===== src/rtl/array_rw_frontend_pkg.sv =====
// Shared types and default geometry for the array read/write front end.
// Pure declarations: no logic, no latency.
// Backpressure is handled by the users of these types.
package array_rw_frontend_pkg;

  // Default geometry of the attached array macro
  localparam int AR_ADDR_W       = 2;
  localparam int AR_LANES        = 4;
  localparam int AR_LANE_W       = 114;
  localparam int AR_DATA_W       = AR_LANES * AR_LANE_W;
  localparam int AR_ENTRIES      = 1 << AR_ADDR_W;
  localparam int AR_RESP_DEPTH   = 4;
  localparam int AR_OCC_W        = $clog2(AR_RESP_DEPTH + 1);
  localparam int AR_STARVE_LIMIT = 4;

  // Controller phase: zero-fill sweep, then normal service
  typedef enum logic {
    ST_INIT = 1'b0,
    ST_RUN  = 1'b1
  } state_t;

  // One macro command; it lives in a register for exactly one cycle
  typedef struct packed {
    logic                 en;
    logic                 wmode;
    logic [AR_ADDR_W-1:0] addr;
    logic [AR_LANES-1:0]  wmask;
    logic [AR_DATA_W-1:0] wdata;
  } cmd_t;

endpackage


===== src/rtl/array_resp_fifo.sv =====
// Read-response buffer: DATA_W x DEPTH synchronous FIFO with occupancy output.
// Latency: a push is visible on o_valid/o_data the cycle after it is written.
// Backpressure: a push while full is ignored unless a pop happens in the same cycle.
module array_resp_fifo
  import array_rw_frontend_pkg::*;
#(
  parameter int DATA_W = AR_DATA_W,
  parameter int DEPTH  = AR_RESP_DEPTH,
  parameter int OCC_W  = $clog2(DEPTH + 1)
) (
  input  logic              i_clock,
  input  logic              i_reset,
  input  logic              i_push,
  input  logic [DATA_W-1:0] i_push_data,
  input  logic              i_pop,
  output logic              o_valid,
  output logic [DATA_W-1:0] o_data,
  output logic [OCC_W-1:0]  o_occ
);

  localparam int PTR_W = (DEPTH > 1) ? $clog2(DEPTH) : 1;

  logic [DATA_W-1:0] r_mem [DEPTH];
  logic [PTR_W-1:0]  r_wr_ptr;
  logic [PTR_W-1:0]  r_rd_ptr;
  logic [OCC_W-1:0]  r_occ;

  logic w_empty;
  logic w_full;
  logic w_push;
  logic w_pop;

  // Pointers wrap at DEPTH so non-power-of-two depths work too
  function automatic logic [PTR_W-1:0] ptr_inc(input logic [PTR_W-1:0] p);
    return (p == PTR_W'(DEPTH - 1)) ? '0 : p + 1'b1;
  endfunction

  assign w_empty = (r_occ == '0);
  assign w_full  = (r_occ == OCC_W'(DEPTH));
  assign w_pop   = i_pop && !w_empty;
  assign w_push  = i_push && (!w_full || w_pop);

  // Storage array; contents are don't-care while the entry is not occupied
  always_ff @(posedge i_clock) begin
    if (w_push) begin
      r_mem[r_wr_ptr] <= i_push_data;
    end
  end

  // Pointer and occupancy bookkeeping; push+pop together leaves occupancy alone
  always_ff @(posedge i_clock) begin
    if (i_reset) begin
      r_wr_ptr <= '0;
      r_rd_ptr <= '0;
      r_occ    <= '0;
    end else begin
      if (w_push) r_wr_ptr <= ptr_inc(r_wr_ptr);
      if (w_pop)  r_rd_ptr <= ptr_inc(r_rd_ptr);
      case ({w_push, w_pop})
        2'b10:   r_occ <= r_occ + 1'b1;
        2'b01:   r_occ <= r_occ - 1'b1;
        default: r_occ <= r_occ;
      endcase
    end
  end

  assign o_valid = !w_empty;
  assign o_data  = w_empty ? '0 : r_mem[r_rd_ptr];
  assign o_occ   = r_occ;

endmodule


===== src/rtl/array_rw_frontend.sv =====
// Arbitrates write/read request channels onto a single-port lane-masked SRAM, zero-filling it after reset.
// Latency: command on the macro 1 cycle after handshake; read response valid 3 cycles after handshake.
// Backpressure: reads need a response-buffer credit; writes always proceed; reads win after STARVE_LIMIT losses.
module array_rw_frontend
  import array_rw_frontend_pkg::*;
#(
  parameter int ADDR_W       = AR_ADDR_W,
  parameter int LANES        = AR_LANES,
  parameter int LANE_W       = AR_LANE_W,
  parameter int RESP_DEPTH   = AR_RESP_DEPTH,
  parameter int STARVE_LIMIT = AR_STARVE_LIMIT,
  localparam int DATA_W      = LANES * LANE_W
) (
  input  logic              i_clock,
  input  logic              i_reset,
  input  logic              i_wr_valid,
  output logic              o_wr_ready,
  input  logic [ADDR_W-1:0] i_wr_addr,
  input  logic [LANES-1:0]  i_wr_mask,
  input  logic [DATA_W-1:0] i_wr_data,
  input  logic              i_rd_valid,
  output logic              o_rd_ready,
  input  logic [ADDR_W-1:0] i_rd_addr,
  output logic              o_resp_valid,
  input  logic              i_resp_ready,
  output logic [DATA_W-1:0] o_resp_data,
  output logic              o_init_done,
  output logic              o_sram_en,
  output logic              o_sram_wmode,
  output logic [ADDR_W-1:0] o_sram_addr,
  output logic [LANES-1:0]  o_sram_wmask,
  output logic [DATA_W-1:0] o_sram_wdata,
  input  logic [DATA_W-1:0] i_sram_rdata
);

  localparam int ENTRIES = 2 ** ADDR_W;
  localparam int OCC_W   = $clog2(RESP_DEPTH + 1);
  localparam int CRD_W   = OCC_W + 2;
  localparam int CNT_W   = ADDR_W + 1;
  localparam int SC_W    = $clog2(STARVE_LIMIT + 1);

  state_t           r_state;
  logic [CNT_W-1:0] r_init_cnt;
  cmd_t             r_cmd;
  logic             r_rd_stage;
  logic             r_init_done;
  logic [SC_W-1:0]  r_starve;

  logic [OCC_W-1:0] w_occ;
  logic             w_resp_valid;
  logic             w_resp_fire;
  logic             w_cmd_is_rd;
  logic [CRD_W-1:0] w_committed;
  logic [CRD_W-1:0] w_capacity;
  logic             w_rd_credit;
  logic             w_starve_hit;
  logic             w_run;
  logic             w_rd_grant;
  logic             w_wr_grant;

  // A read occupies a buffer slot from grant until popped: command stage, macro stage, FIFO
  assign w_cmd_is_rd = r_cmd.en && !r_cmd.wmode;
  assign w_resp_fire = w_resp_valid && i_resp_ready;
  assign w_committed = CRD_W'(w_occ) + CRD_W'(w_cmd_is_rd) + CRD_W'(r_rd_stage);
  assign w_capacity  = CRD_W'(RESP_DEPTH) + CRD_W'(w_resp_fire);
  assign w_rd_credit = (w_committed < w_capacity);

  // Writes have priority unless the read side has lost STARVE_LIMIT times in a row
  assign w_starve_hit = (r_starve == SC_W'(STARVE_LIMIT));
  assign w_run        = (r_state == ST_RUN) && !i_reset;
  assign w_rd_grant   = w_run && i_rd_valid && w_rd_credit && (!i_wr_valid || w_starve_hit);
  assign w_wr_grant   = w_run && i_wr_valid && !w_rd_grant;

  assign o_wr_ready = w_wr_grant;
  assign o_rd_ready = w_rd_grant;

  // Phase control and the one-cycle command register driving the macro
  always_ff @(posedge i_clock) begin
    if (i_reset) begin
      r_state     <= ST_INIT;
      r_init_cnt  <= '0;
      r_cmd       <= '0;
      r_init_done <= 1'b0;
      r_rd_stage  <= 1'b0;
    end else begin
      r_rd_stage <= w_cmd_is_rd;
      case (r_state)
        ST_INIT: begin
          if (r_init_cnt == CNT_W'(ENTRIES)) begin
            r_state     <= ST_RUN;
            r_init_done <= 1'b1;
            r_cmd       <= '0;
          end else begin
            r_cmd.en    <= 1'b1;
            r_cmd.wmode <= 1'b1;
            r_cmd.addr  <= r_init_cnt[ADDR_W-1:0];
            r_cmd.wmask <= '1;
            r_cmd.wdata <= '0;
            r_init_cnt  <= r_init_cnt + 1'b1;
          end
        end
        ST_RUN: begin
          if (w_rd_grant) begin
            r_cmd.en    <= 1'b1;
            r_cmd.wmode <= 1'b0;
            r_cmd.addr  <= i_rd_addr;
            r_cmd.wmask <= '0;
            r_cmd.wdata <= '0;
          end else if (w_wr_grant) begin
            r_cmd.en    <= 1'b1;
            r_cmd.wmode <= 1'b1;
            r_cmd.addr  <= i_wr_addr;
            r_cmd.wmask <= i_wr_mask;
            r_cmd.wdata <= i_wr_data;
          end else begin
            r_cmd <= '0;
          end
        end
        default: r_state <= ST_INIT;
      endcase
    end
  end

  // Count consecutive cycles a creditable read lost to a write
  always_ff @(posedge i_clock) begin
    if (i_reset) begin
      r_starve <= '0;
    end else if (w_rd_grant) begin
      r_starve <= '0;
    end else if (w_wr_grant && i_rd_valid && w_rd_credit && !w_starve_hit) begin
      r_starve <= r_starve + 1'b1;
    end
  end

  // Macro read data is captured the cycle after the read command; credit guarantees room
  array_resp_fifo #(
    .DATA_W (DATA_W),
    .DEPTH  (RESP_DEPTH),
    .OCC_W  (OCC_W)
  ) u_resp_fifo (
    .i_clock     (i_clock),
    .i_reset     (i_reset),
    .i_push      (r_rd_stage),
    .i_push_data (i_sram_rdata),
    .i_pop       (i_resp_ready),
    .o_valid     (w_resp_valid),
    .o_data      (o_resp_data),
    .o_occ       (w_occ)
  );

  assign o_resp_valid = w_resp_valid;
  assign o_init_done  = r_init_done;
  assign o_sram_en    = r_cmd.en;
  assign o_sram_wmode = r_cmd.wmode;
  assign o_sram_addr  = r_cmd.addr;
  assign o_sram_wmask = r_cmd.wmask;
  assign o_sram_wdata = r_cmd.wdata;

endmodule


===== config.mk =====
export PLATFORM = sky130hd
export DESIGN_NAME = array_rw_frontend
export DESIGN_NICKNAME = d
export VERILOG_FILES = /design/src/rtl/array_rw_frontend_pkg.sv /design/src/rtl/array_resp_fifo.sv /design/src/rtl/array_rw_frontend.sv
export SDC_FILE = /design/constraint.sdc
export NUM_CORES = 2
export LEC_CHECK = 0
export ABC_AREA = 1
export CAP_MARGIN = 20
export CORE_AREA = 10 10 718 720
export DETAILED_ROUTE_END_ITERATION = 8
export DIE_AREA = 0 0 728 730
export PLACE_DENSITY = 0.44
export SYNTH_ARGS = -nofsm -noshare
export SYNTH_HDL_FRONTEND = slang
export SYNTH_SLANG_ARGS = --single-unit

===== constraint.sdc =====
create_clock -name i_clock -period 32.7 [get_ports i_clock]
set_input_delay 3.27 -clock i_clock [delete_from_list [all_inputs] [get_ports i_clock]]
set_output_delay 3.27 -clock i_clock [all_outputs]
set_load 0.01 [all_outputs]

==> Yosys cells after proc, flatten, opt, wreduce, memory -nomap -nowiden <==
Memories as Yosys holds them, arrays and structs flattened. A register that Yosys moved wholly into a read port is not among the register bits.
Cells that the tools add are included.
{ "op_classes": {"bitwise": 2, "eq_ne": 7, "reduce_logical": 26, "n_lt_le_gt_ge": 1, "addsub": 9, "mux": 14} }
{ "ops": {"columns": ["op", "n"], "rows": [
  ["464-bit 2-to-1 mux", 3],
  ["464-bit case mux with 2 select lines", 1],
  ["456-bit 2-to-1 mux", 1],
  ["1-bit logical AND", 12],
  ["3-bit by 1-bit adder with 3-bit output (second input constant)", 3],
  ["3-bit equality test (second input constant)", 3],
  ["2-bit 2-to-1 mux", 4],
  ["1-bit zero test", 7],
  ["2-bit equality test (second input constant)", 3],
  ["3-bit case mux with 2 select lines", 1],
  ["4-bit by 1-bit adder with 5-bit output", 1],
  ["5-bit by 4-bit less-than comparator with 1-bit output", 1],
  ["2-bit by 1-bit adder with 2-bit output (second input constant)", 2],
  ["3-bit by 1-bit adder with 4-bit output", 1],
  ["3-bit by 1-bit adder with 4-bit output (first input constant)", 1],
  ["1-bit 2-to-1 mux", 4],
  ["2-bit AND reduction", 2],
  ["3-bit zero test", 1],
  ["3-bit by 1-bit subtractor with 3-bit output (second input constant)", 1],
  ["2-bit by 1-bit equality test with 1-bit output (second input constant)", 1],
  ["1-bit logical OR", 2],
  ["1-bit inverter", 2],
  ["2-bit nonzero test", 1],
  ["2-bit OR reduction", 1]
]} }
{ "word_totals": {"out_inout_bits": 924, "mem_count": 1, "ff_bits": 480, "input_bits": 925, "ramBits": 1824} }
{ "mem_list": {"columns": ["name", "words", "word_bits", "rd", "rd_ports_with_merged_regs", "wr", "line", "source"], "rows": [
  ["u_resp_fifo.r_mem", 4, 456, 1, 1, 1, "array_resp_fifo.sv:23", "logic [DATA_W-1:0] r_mem [DEPTH];"]
]} }

==> Depth between registers and ports, before layout <==
{ "depth": {"depth_word": 12, "depth_mapped": 13} }

==> By module <==
From an unflattened synthesis, not the netlist that was laid out.
{ "unflattened": {"cells_unflattened": 6969, "area_unflattened_um2": 85298.1} }
{ "by_module_without_submodules": {"columns": ["module", "cells_per_inst", "seq_area_each_um2", "n_inst", "area_per_inst_um2"], "rows": [
  ["array_resp_fifo", 5439, 54952.7, 1, 71094.4],
  ["array_rw_frontend", 1530, 9469.1, 1, 14203.6]
]} }

==> Least setup slack after synthesis <==
No wires, ideal clock.
{ "synth_timing": {"path_type": "input to register", "startpoint": "in i_resp_ready", "endpoint": "mem u_resp_fifo.r_mem[0][0] (netlist name) (enable)", "setup_time_ps": 1286, "setup_slack_ps": 8932, "n_path_buf": 0, "cell_stages": 4, "arrival_time_ps": 22482, "cell_sequence": "inv_1 a31oi_1 inv_1 nor2_1"} }
{ "synth_between": {"elab_chain_cells": 5} }
{ "synth_rtl": {"columns": ["item", "line", "source"], "rows": [
  ["from (decl)", "array_rw_frontend.sv:25", "input logic i_resp_ready,"],
  ["1-bit logical AND", "array_resp_fifo.sv:40", "assign w_pop = i_pop && !w_empty;"],
  ["1-bit logical OR", "array_resp_fifo.sv:41", "assign w_push = i_push && (!w_full || w_pop);"],
  ["1-bit logical AND", "array_resp_fifo.sv:41", null],
  ["1-bit 2-to-1 mux", "array_resp_fifo.sv:45", "if (w_push) begin"],
  ["1-bit 2-to-1 mux (implied by the code)", "array_resp_fifo.sv:46", "r_mem[r_wr_ptr] <= i_push_data;"],
  ["to (decl)", "array_resp_fifo.sv:23", null]
]} }
No other way between the ends.

==> Worst setup path in the final report <==
{ "layout_timing": {"startpoint": "in i_reset", "endpoint": "reg r_cmd (netlist bit o_sram_wdata[44])"} }
{ "layout_between": {"elab_chain_cells": 10, "elab_cells_between_ends": 11, "cone_classes": "mux (3); reduce/logical (8)"} }
{ "layout_rtl": {"columns": ["item", "line", "source"], "rows": [
  ["from (decl)", "array_rw_frontend.sv:15", "input logic i_reset,"],
  ["1-bit zero test", "array_rw_frontend.sv:70", "assign w_run = (r_state == ST_RUN) && !i_reset;"],
  ["1-bit logical AND", "array_rw_frontend.sv:70", null],
  ["1-bit logical AND (3 in a row)", "array_rw_frontend.sv:71", "assign w_rd_grant = w_run && i_rd_valid && w_rd_credit && (!i_wr_valid || w_starve_hit);"],
  ["1-bit zero test", "array_rw_frontend.sv:72", "assign w_wr_grant = w_run && i_wr_valid && !w_rd_grant;"],
  ["1-bit logical AND", "array_rw_frontend.sv:72", null],
  ["464-bit 2-to-1 mux", "array_rw_frontend.sv:109", "end else if (w_wr_grant) begin"],
  ["464-bit 2-to-1 mux", "array_rw_frontend.sv:103", "if (w_rd_grant) begin"],
  ["464-bit case mux with 2 select lines", "array_rw_frontend.sv:87", "case (r_state)"],
  ["to (decl)", "array_rw_frontend.sv:44", "cmd_t r_cmd;"]
]} }
Parallel ways exist; a longest one is shown, timed or not.
A chain may end at the register's enable or synchronous reset.

==> results.json <==
{
  "pre_cts_ws_ps": 22160,
  "vias_per_cell": 3.77,
  "cp.required_ps": 33470,
  "whs_ps": 455,
  "fin_setup_tns_ps": 0,
  "dp.cells": 15200,
  "post_cts_buffers": 0,
  "port_buffers": 1848,
  "ys_ff_latch": 2306,
  "die_w_um": 728,
  "timing.final.max_slew_violations": 0,
  "use_met3_pct": 4.71,
  "crit_path_max_fanout": 90,
  "path_delay_family": "buffers and inverters",
  "p_total_mw": 9.06,
  "final_area_um2": 123000,
  "crit_start": "i_reset",
  "drcViolationCount": 0,
  "min_to": "r_rd_stage",
  "synth_common_cells": "1897 x nor2_1, 1824 x edfxtp_1, 822 x o21ai_0",
  "period_share_pct": 29.5,
  "use_met2_pct": 31.0,
  "grt.total_usage_pct": 15.9,
  "ios": 1849,
  "wl_per_cell_um": 28.2,
  "synth_top_area_share_pct": 62.4,
  "numCtsBuffers": 289,
  "leakagePower_nw": 41.5,
  "reg2reg_depth": 15,
  "antenna_found_initial": 266,
  "use_met1_pct": 14.9,
  "power_density_nw_per_um2": 73.8,
  "cts.sinks": 2306,
  "cp_common_cell": "buf_4",
  "synthesis.nets": 7900,
  "finalWorstSetupSlack_ps": 23050,
  "num_vias": 59700,
  "crit_type": "in2reg",
  "synthTopCellsByArea": "edfxtp_1 62%, dfxtp_1 11%, nor2_1 8.1%",
  "period_needed_ps": 9650,
  "avgSynthCellArea_um2": 12.6,
  "cts_tree": "yes",
  "synth-compound-area-share_pct": 7.98,
  "synth_enable_flop_cells": 1824,
  "gr-total-overflow": 0,
  "fin_nets": 9728,
  "ctsHoldBuffers": 0,
  "postPlaceCellArea_um2": 113000,
  "htreeDepth": 5,
  "setup_viol": 0,
  "start_kind": "input port",
  "ir_drop_uv": 43.0,
  "synth_top_family_by_area": "simple AND/OR/NAND/NOR gates",
  "fin_skew_ps": 58.6,
  "hp-class": "reg2reg",
  "critPathMaxStageDelay_ps": 920,
  "dominantRegCellSynth": "edfxtp_1",
  "synthXorXnorAreaFrac_pct": 0.00998,
  "syn_inst": 6963,
  "start_util_pct": 17.5,
  "die-area_um2": 531000,
  "netlist_area_um2": 87800,
  "gr-max-usage-layer": "met2",
  "clock-root-buffer": "clkbuf_16",
  "synthSimpleGateAreaFrac_pct": 13.6,
  "critical-path-slowest-cell": "buf_4",
  "yosysWarnings": 0,
  "regToRegStartpoint": "o_sram_wmode",
  "cts_max_path_buffers": 4,
  "synth_fa_ha_area_share_pct": 0.188,
  "final_cells": 15800,
  "r2r_slack_ps": 25250,
  "area_growth_pct": 39.9,
  "die_y_um": 730,
  "totalWireLength_um": 445000,
  "tightest_slew_ps": 1240,
  "synthArstFlopShare_pct": 0,
  "first_iter_violations": 3638,
  "cp_cell_sequence": "clkdlybuf4s50_1 > inv_1 > nand3_1 > nor2_1 > nand2_4 > nand2_8 > buf_4 > buf_12 > buf_4 > buf_12 > buf_4 > buf_4 > nor2_4",
  "cap_violations": 0,
  "critPathBufInv": 8,
  "relSlewSlack_pct": 17.5,
  "rows": 260,
  "post-route-util_pct": 24.5,
  "holdPathStages": 2,
  "worstPathArrival_ps": 10430,
  "yosysSeqAreaShare_pct": 73.4,
  "rsz0062_at_grt": "false",
  "dp_hpwl_um": 339000,
  "max_freq_ghz": 0.104,
  "synth_cell_type_count": 32,
  "min_from": "o_sram_en",
  "ant_nets": 0,
  "drive_gt1_share_pct": 10.3,
  "reg2reg_to": "o_sram_wdata[44]",
  "outcome": "finished clean",
  "hold_viol": 0,
  "synth_mux_area_share_pct": 0,
  "dr.pass1.iters": 5,
  "routabilityCongestion": 1.02,
  "core-area_um2": 500000,
  "synth.most_common_cell": "nor2_1",
  "grt_pass1_vias": 57900,
  "path_clk_slew_ps": 60,
  "clkLatencyLatePin_ps": 920,
  "grt_pass1_wl_um": 571000,
  "cts_resized": 0,
  "cp-end-kind": "flip-flop",
  "yosys.area.top_type": "edfxtp_1",
  "grt_max_degree": 179
}
worst max path at each step:
stage | end | slack, ps | cells past startpoint
CTS | o_sram_wdata[39] | 23220 | 13
floorplan | u_resp_fifo.r_mem[0][0] | 8930 | 4
global route | o_sram_wdata[26] | 22830 | 13
global placement | o_sram_wdata[39] | 22120 | 13
detailed placement | o_sram_wdata[39] | 22160 | 13
finish | o_sram_wdata[44] | 23050 | 13
metal layers:
layer	vias to the layer above	wire (um)
met5	-	1080
met4	154	26900
met3	927	29600
met2	1901	243000
met1	29300	144000
li1	27400	-
state kept, by name, indices dropped and copies added, names as in the netlist, named ones only:
register,cells
r_init_cnt,3
o_sram_wdata,456
o_sram_wmask,4
r_state,1
u_resp_fifo.r_rd_ptr,2
u_resp_fifo.r_mem,1824
r_starve,3
u_resp_fifo.o_occ,3
o_sram_en,1
u_resp_fifo.r_wr_ptr,2
o_init_done,1
o_sram_wmode,1
r_rd_stage,1
o_sram_addr,2
report_power, final:
group	leakage (nW)	switching (mW)	internal, mW
combinational	16.6	1.68	0.897
clock	4.60	1.33	1.88
sequential	20.4	0.0296	3.25
total	41.5	3.04	6.02
worst register-to-register path: stages, from the launching register on:
cell     delay [ps]
dfxtp_1         360
nor2_1           80
fa_1            420
ha_1            290
nor2_1          130
nand2_2          90
o21ai_4         180
nand2_4         110
nand2_8         400
buf_4           790
buf_12          800
buf_4           960
buf_12          620
buf_4          1140
buf_4           940
nor2_4           50
cell families after synthesis:
logic type / count (synthesis)
flops: 2306
compound gates: 1395
buf+inv: 897
simple gates: 2352
fa+ha+maj: 12
xor+xnor: 1
cells in the final DEF, fill, tap and decap left out, drive strengths merged:
master / n
clkinvlp: 1
nand2: 32
o21ai: 921
dfxtp: 482
bufinv: 24
a21oi: 471
inv: 503
nand4: 3
nor3: 2
xor2: 1
edfxtp: 1824
clkbuf: 354
buf: 95
a31oi: 1
diode: 100
nand3: 7
fa: 2
clkdlybuf4s50: 1848
o211a: 1
nor2: 2308
clkinv: 130
ha: 10
a211oi: 1
layout make-up:
| type | instances | area [um^2] |
|---|---|---|
| Tap cell | 6681 | 8360 |
| Sequential cell | 2306 | 64400 |
| Inverter | 491 | 1870 |
| Antenna cell | 100 | 250 |
| Fill cell | 52900 | 378000 |
| Multi-Input combinational cell | 3760 | 19100 |
| Timing Repair Buffer | 1943 | 19300 |
| Clock buffer | 354 | 7700 |
| Clock inverter | 167 | 1720 |
Power figures use the tool's default switching activity.
